===== config.mk =====
export PLATFORM = sky130hd
export DESIGN_NAME = escritor_bloques
export DESIGN_NICKNAME = d
export VERILOG_FILES = /design/src/rtl/escritor_bloques.sv
export SDC_FILE = /design/constraint.sdc
export NUM_CORES = 1
export LEC_CHECK = 0
export ABC_AREA = 1
export CAP_MARGIN = 40
export CORE_MARGIN = 4
export CORE_UTILIZATION = 49
export DETAILED_ROUTE_END_ITERATION = 8
export PLACE_DENSITY = 0.7
export SYNTH_ARGS = -nofsm -noshare
export SYNTH_HDL_FRONTEND = slang
export SYNTH_SLANG_ARGS = --single-unit
export TNS_END_PERCENT = 50

===== constraint.sdc =====
create_clock -name clk -period 10.4 [get_ports clk]
set_input_delay 2.08 -clock clk [delete_from_list [all_inputs] [get_ports clk]]
set_output_delay 2.08 -clock clk [all_outputs]
set_load 0.005 [all_outputs]

===== src/rtl/escritor_bloques.sv =====
// Frame loader: accepts a raster-order pixel stream and writes each pixel to the
// block-tiled memory address used by the VGA read path, one registered write per pixel.
module escritor_bloques #(
    parameter int N      = 18,
    parameter int DATA_W = 8,
    parameter int BLK    = 100,
    parameter int BLK_N  = 4
) (
    input  logic              clk,
    input  logic              reset,
    input  logic              start,
    input  logic              in_valid,
    input  logic [DATA_W-1:0] in_data,
    output logic              in_ready,
    output logic              we,
    output logic [N-1:0]      addr,
    output logic [DATA_W-1:0] wdata,
    output logic              busy,
    output logic              done
);

    localparam int LW = $clog2(BLK);
    localparam int BW = $clog2(BLK_N);

    typedef enum logic [1:0] {
        S_IDLE,
        S_LOAD,
        S_DONE
    } state_t;

    state_t            state_q, state_d;
    logic [LW-1:0]     lx_q, lx_d, ly_q, ly_d;
    logic [BW-1:0]     bx_q, bx_d, by_q, by_d;
    logic              we_q, we_d;
    logic [N-1:0]      addr_q, addr_d;
    logic [DATA_W-1:0] wdata_q, wdata_d;

    logic accept;
    logic lx_wrap, bx_wrap, ly_wrap, by_wrap, last_px;

    always_comb begin
        accept  = in_valid && (state_q == S_LOAD);
        lx_wrap = (lx_q == LW'(BLK - 1));
        bx_wrap = (bx_q == BW'(BLK_N - 1));
        ly_wrap = (ly_q == LW'(BLK - 1));
        by_wrap = (by_q == BW'(BLK_N - 1));
        last_px = lx_wrap && bx_wrap && ly_wrap && by_wrap;
    end

    always_comb begin
        state_d = state_q;
        lx_d    = lx_q;
        bx_d    = bx_q;
        ly_d    = ly_q;
        by_d    = by_q;
        we_d    = 1'b0;
        addr_d  = addr_q;
        wdata_d = wdata_q;

        case (state_q)
            S_IDLE: begin
                if (start) begin
                    state_d = S_LOAD;
                    lx_d    = '0;
                    bx_d    = '0;
                    ly_d    = '0;
                    by_d    = '0;
                end
            end
            S_LOAD: begin
                if (accept) begin
                    we_d    = 1'b1;
                    // Tile index selects the 10000-word block, then raster order inside it.
                    addr_d  = N'((int'(by_q) * BLK_N + int'(bx_q)) * BLK * BLK
                                 + int'(ly_q) * BLK + int'(lx_q));
                    wdata_d = in_data;
                    if (last_px) begin
                        state_d = S_DONE;
                        lx_d    = '0;
                        bx_d    = '0;
                        ly_d    = '0;
                        by_d    = '0;
                    end else if (!lx_wrap) begin
                        lx_d = lx_q + 1'b1;
                    end else begin
                        lx_d = '0;
                        if (!bx_wrap) begin
                            bx_d = bx_q + 1'b1;
                        end else begin
                            bx_d = '0;
                            if (!ly_wrap) begin
                                ly_d = ly_q + 1'b1;
                            end else begin
                                ly_d = '0;
                                by_d = by_q + 1'b1;
                            end
                        end
                    end
                end
            end
            S_DONE: begin
                state_d = S_IDLE;
            end
            default: begin
                state_d = S_IDLE;
            end
        endcase
    end

    always_ff @(posedge clk) begin
        if (reset) begin
            state_q <= S_IDLE;
            lx_q    <= '0;
            bx_q    <= '0;
            ly_q    <= '0;
            by_q    <= '0;
            we_q    <= 1'b0;
            addr_q  <= '0;
            wdata_q <= '0;
        end else begin
            state_q <= state_d;
            lx_q    <= lx_d;
            bx_q    <= bx_d;
            ly_q    <= ly_d;
            by_q    <= by_d;
            we_q    <= we_d;
            addr_q  <= addr_d;
            wdata_q <= wdata_d;
        end
    end

    // Handshake and status come straight from the state register, never from in_valid.
    assign in_ready = (state_q == S_LOAD);
    assign busy     = (state_q != S_IDLE);
    assign done     = (state_q == S_DONE);
    assign we       = we_q;
    assign addr     = addr_q;
    assign wdata    = wdata_q;

endmodule


After elaboration in Yosys (flattened, before gate mapping)
Index checks and enable logic that the tools add are counted.
{"block": "word_totals", "regBits": 47, "elab_cells": 73}
{"block": "op_classes", "addsub": 7, "muxes": 28, "n_eq_ne": 12, "multipliers": 3, "reduce_logical": 14, "bitwise_logic": 1}
{"operator": "7-bit two-way mux", "n": 9}
{"operator": "7-bit case mux with 2 select lines", "n": 2}
{"operator": "2-bit two-way mux", "n": 13}
{"operator": "18-bit by 14-bit adder with 18-bit output", "n": 1}
{"operator": "18-bit by 7-bit adder with 18-bit output", "n": 1}
{"operator": "7-bit by 1-bit adder with 7-bit output, second input constant", "n": 2}
{"operator": "7-bit == test, second input constant", "n": 2}
{"operator": "10-bit by 5-bit multiplier with 14-bit output, second input constant", "n": 1}
{"operator": "7-bit by 5-bit multiplier with 12-bit output, second input constant", "n": 1}
{"operator": "2-bit case mux with 2 select lines", "n": 3}
{"operator": "5-bit by 5-bit multiplier with 10-bit output, second input constant", "n": 1}
{"operator": "3-bit by 1-bit inequality test with 1-bit output, second input constant", "n": 3}
{"operator": "2-bit == test, second input constant", "n": 3}
{"operator": "3-bit AND reduction", "n": 2}
{"operator": "6-bit AND reduction", "n": 1}
{"operator": "4-bit by 2-bit adder with 5-bit output", "n": 1}
{"operator": "5-bit AND reduction", "n": 1}
{"operator": "2-bit by 1-bit adder with 2-bit output, second input constant", "n": 2}
{"operator": "1-bit logical AND", "n": 4}
{"operator": "2-bit by 1-bit inequality test with 1-bit output, second input constant", "n": 2}
{"operator": "4-bit AND reduction", "n": 1}
{"operator": "2-bit nonzero test", "n": 2}
{"operator": "2-bit by 1-bit == test with 1-bit output, second input constant", "n": 1}
{"operator": "2-bit zero test", "n": 1}
{"operator": "other kinds (5)", "n": 5}

Logic depth before layout (Yosys ltp)
{"block": "logic_depth", "word_depth": 7, "mapped_depth": 31, "mapped_depth_nobuf": 31}

Least setup slack after synthesis
No wires, ideal clock.
{"block": "synth_timing", "path_kind": "reg-to-reg", "from": "register by_q[0]", "to": "register addr_q[17], in the netlist addr[17]", "required_ns": 10.291, "setup_time_ns": 0.109, "stages_incl_launch_ff": 26, "slack_ns": 5.629, "arrival_time_ns": 4.662, "cell_sequence": "dfxtp_1 ha_1 ha_1 ha_1 inv_1 ha_1 ha_1 inv_1 fa_1 inv_1 ha_1 nand2_1 nand2_1 a31oi_1 xor2_1 ha_1 ha_1 inv_1 nor3_1 nand3_1 nand3_1 nand3_1 nand3_1 nand3_1 nand2_1 inv_1"}
{"block": "synth_via", "elab_chain_len": 5}
{"item": "start: declaration", "line": "33", "text": "logic [BW-1:0] bx_q, bx_d, by_q, by_d;"}
{"item": "start signal: assignment", "line": "125", "text": "by_q <= by_d;"}
{"item": "4-bit by 2-bit adder with 5-bit output", "line": "74", "text": "addr_d = N'((int'(by_q) * BLK_N + int'(bx_q)) * BLK * BLK"}
{"item": "5-bit by 5-bit multiplier with 10-bit output", "line": "74"}
{"item": "10-bit by 5-bit multiplier with 14-bit output", "line": "74"}
{"item": "18-bit by 14-bit adder with 18-bit output", "line": "75", "text": "+ int'(ly_q) * BLK + int'(lx_q));"}
{"item": "18-bit by 7-bit adder with 18-bit output", "line": "75"}
{"item": "end signal: assignment", "line": "127", "text": "addr_q <= addr_d;"}
{"item": "end: declaration", "line": "35", "text": "logic [N-1:0] addr_q, addr_d;"}
Every way passes these cells.
A chain may end at the register's enable or synchronous reset.

Final worst setup path
{"block": "layout_timing", "from": "register by_q[0]", "to": "register addr_q[16], in the netlist addr[16]"}
Same word-level chain as after synthesis.

==> results.json <==
{
  "period_share_pct": 51.0,
  "regArea_sq_um": 941,
  "pre_cts_ws_ns": 5.11,
  "cts_max_path_buffers": 2,
  "ys_seq_elements": 47,
  "status": "finished clean",
  "cts_tree": "yes",
  "grtUsageTotal_pct": 17.9,
  "finalSetupViolCount": 0,
  "routed_wl_microns": 8850,
  "hold_path.class": "reg2reg",
  "cp_max_fo": 6,
  "die_x_microns": 103,
  "fin_tns_setup_ns": 0,
  "seq_area_frac_synth_pct": 21.5,
  "multi_input_area_sq_um": 3020,
  "drc": 0,
  "drive_gt1_share_pct": 3.92,
  "antenna_found_initial": 0,
  "start_util_pct": 50.3,
  "drv_cap": 0,
  "cpMaxStageDelayCell": "fa_1",
  "cts_setup_buffers": 0,
  "n_antenna_cell": 0,
  "clkSinkCount": 47,
  "min_period_ns": 5.30,
  "row_count": 34,
  "layout.nets": 726,
  "whs_ns": 0.469,
  "grt_max_degree": 32,
  "path_class": "reg2reg",
  "grt_pass1_wl_microns": 15600,
  "vias": 3678,
  "p_leak_nw": 2.79,
  "final_util_pct": 57.7,
  "power.density_nw_per_um2": 181,
  "required_ns": 10.61,
  "synthesis.area_sq_um": 4390,
  "die_area_sq_um": 10500,
  "wl_per_cell_microns": 12.3,
  "grt_overflow": 0,
  "synthCells": 573,
  "ant_nets": 0,
  "rsz0062_at_grt": "false",
  "switching_power_mw": 0.401,
  "slew_viol_final": 0,
  "avgSynthCellArea_sq_um": 7.65,
  "crit_path_start_kind": "flip-flop",
  "fp.coreArea_sq_um": 8720,
  "cts.hold.buffers_added": 0,
  "fillers": 789,
  "cts_resized": 0,
  "switching_share_pct": 43.9,
  "ir_drop_v": 0.000110,
  "drt_iter0_markers": 121,
  "die_y_microns": 103,
  "port_buffers": 41,
  "fmax_mhz": 189,
  "cts_root_buf": "clkbuf_8",
  "first_pass_iters": 4,
  "tightest_slew_ns": 0.860,
  "p_clk_share_pct": 18.1,
  "seqPwrFrac_pct": 23.9,
  "synth_cell_types": 36,
  "worstPathArrival_ns": 5.51,
  "hold_viol": 0,
  "htree_levels": 2,
  "comb_power_share_pct": 58.0,
  "first_global_vias": 3659,
  "io_pins": 42,
  "end_kind": "flip-flop",
  "p_int_mw": 0.512,
  "setup_slack_ns": 5.10,
  "area_growth_pct": 14.8,
  "synth_nets": 687,
  "dpl.hpwl_microns": 7210,
  "cts_buffers": 5,
  "clkLatencyLatePin_ns": 0.30,
  "clkSlewWorstSetupHoldPaths_ns": 0.10,
  "cp_common_cell": "nand2_1",
  "synth_warnings": 0,
  "max-slew-margin-rel_pct": 42.6,
  "vias_per_cell": 5.10,
  "skew_ns": 0.0109,
  "critPathMaxStageDelay_ns": 0.54,
  "routabilityCongestion": 0.911
}
==> cell usage in the layout (no fill, tap or decap), drive strengths merged <==
master / Yosys / routed
or2: 1 / 1
xor2: 17 / 17
o21a: 2 / 2
o221ai: 1 / 1
nor3b: 1 / 1
clkdlybuf4s50: 0 / 41
a21boi: 1 / 1
dfxtp: 47 / 47
nor3: 12 / 12
a21oi: 39 / 39
inv: 104 / 105
ha: 93 / 93
a31oi: 8 / 8
o22ai: 1 / 1
a21o: 4 / 4
nor2: 28 / 28
o21bai: 8 / 8
nand4: 7 / 7
and3: 2 / 2
fa: 9 / 9
nand2: 111 / 111
nand3: 26 / 26
bufinv: 0 / 2
clkbuf: 5 / 5
o211ai: 3 / 3
xnor2: 14 / 14
o21ai: 25 / 25
==> synthesized netlist by cell type <==
cell type | number | share of area [%]
a21o_1 | 4 | 0.68
o21bai_1 | 8 | 1.4
inv_1 | 103 | 8.8
fa_1 | 9 | 4.1
o21a_1 | 2 | 0.34
inv_4 | 1 | 0.14
o221ai_1 | 1 | 0.20
a31oi_1 | 8 | 1.1
o211ai_1 | 3 | 0.51
nand2_2 | 2 | 0.29
nor2_1 | 23 | 2.0
buf_1 | 2 | 0.17
a21oi_1 | 38 | 4.3
clkbuf_1 | 5 | 0.43
a21oi_2 | 1 | 0.20
o21ai_0 | 22 | 2.5
buf_2 | 2 | 0.23
o22ai_1 | 1 | 0.14
nor2_2 | 1 | 0.14
xor2_1 | 17 | 3.4
nor2_4 | 2 | 0.51
nor3_2 | 3 | 0.68
a21boi_0 | 1 | 0.17
xnor2_1 | 14 | 2.8
nor3b_2 | 1 | 0.29
or2_1 | 1 | 0.14
and3_1 | 2 | 0.29
nor3_1 | 9 | 1.0
ha_1 | 93 | 27
nand4_1 | 7 | 1.0
nor2_8 | 2 | 0.91
nand3_1 | 26 | 3.0
nand2_1 | 109 | 9.3
dfxtp_1 | 47 | 21
o21ai_4 | 1 | 0.37
o21ai_2 | 2 | 0.40
==> kinds of logic (layout without fill, tap and decap cells) <==
| kind of cell | Yosys count | after routing | synth area share, % |
|---|---|---|---|
| and+or+nand+nor | 188 | 188 | 19.5 |
| buffers and inverters | 113 | 153 | 9.79 |
| adders and majority gates | 102 | 102 | 30.6 |
| AOI/OAI and AO/OA | 92 | 92 | 12.4 |
| DFF | 47 | 47 | 21.5 |
| xor gates and xnor gates | 31 | 31 | 6.19 |
==> worst paths after layout <==
check,startpoint,end,slack (ns),cells past startpoint
worst min register to register,wdata[5],wdata[5],0.47,2
worst max register to register,by_q[0],addr[16],5.10,29
worst min-delay path,wdata[5],wdata[5],0.47,2
worst max-delay path,by_q[0],addr[16],5.10,29
==> power by group through the flow <==
| stage | sequential, mW | clock [mW] | combinational, mW |
|---|---|---|---|
| floorplan | 0.220 | 0 | 0.410 |
| CTS | 0.219 | 0.171 | 0.534 |
| detailed placement | 0.223 | 0 | 0.528 |
| finish | 0.219 | 0.165 | 0.529 |
| global placement | 0.221 | 0 | 0.519 |
| global route | 0.222 | 0.178 | 0.613 |
==> sequential cells by signal, indices dropped and copies added, names as in the netlist <==
signal / flops
ly_q: 7
wdata: 8
lx_q: 7
addr: 18
we: 1
bx_q: 2
by_q: 2
state_q: 2
==> area by class of cell <==
| cell class | count | area share, % |
|---|---|---|
| clock buffers | 5 | 1.37 |
| clock inverters | 3 | 1.42 |
| repair buffers | 41 | 8.15 |
| flip-flops and latches | 47 | 18.7 |
| inverters | 104 | 7.80 |
| well taps | 108 | 2.68 |
| multi-input cells | 413 | 59.9 |
==> layer usage <==
metal	vias up	GRT usage (%)	share of wire, %
met1	1668	22.6	47
met5	-	0	0
met4	0	3.53	0.92
met2	58	32.1	48
met3	8	3.04	3.4
li1	1944	-	-
==> worst max-delay path, delay by kind of cell, from the launching register on <==
family	cells	cell delay (ns)
AO/OA/AOI/OAI	2	0.22
adder cells (fa/ha/maj)	8	2.71
XOR/XNOR	2	0.51
buffers and inverters	6	0.42
flip-flops	1	0.42
AND/OR/NAND/NOR	11	0.96
==> per-stage QoR <==
| stage | total power, mW | cells | instance area [sq um] |
|---|---|---|---|
| 6_report | 0.913 | 721 | 5030 |
| 5_1_grt | 1.01 | 721 | 5030 |
| 4_1_cts | 0.923 | 721 | 5030 |
| 3_5_place_dp | 0.751 | 713 | 4890 |
| 3_3_place_gp | 0.740 | 713 | 4890 |
| 2_1_floorplan | 0.630 | 573 | 4390 |
No activity file was read; power rests on OpenSTA's default activity.
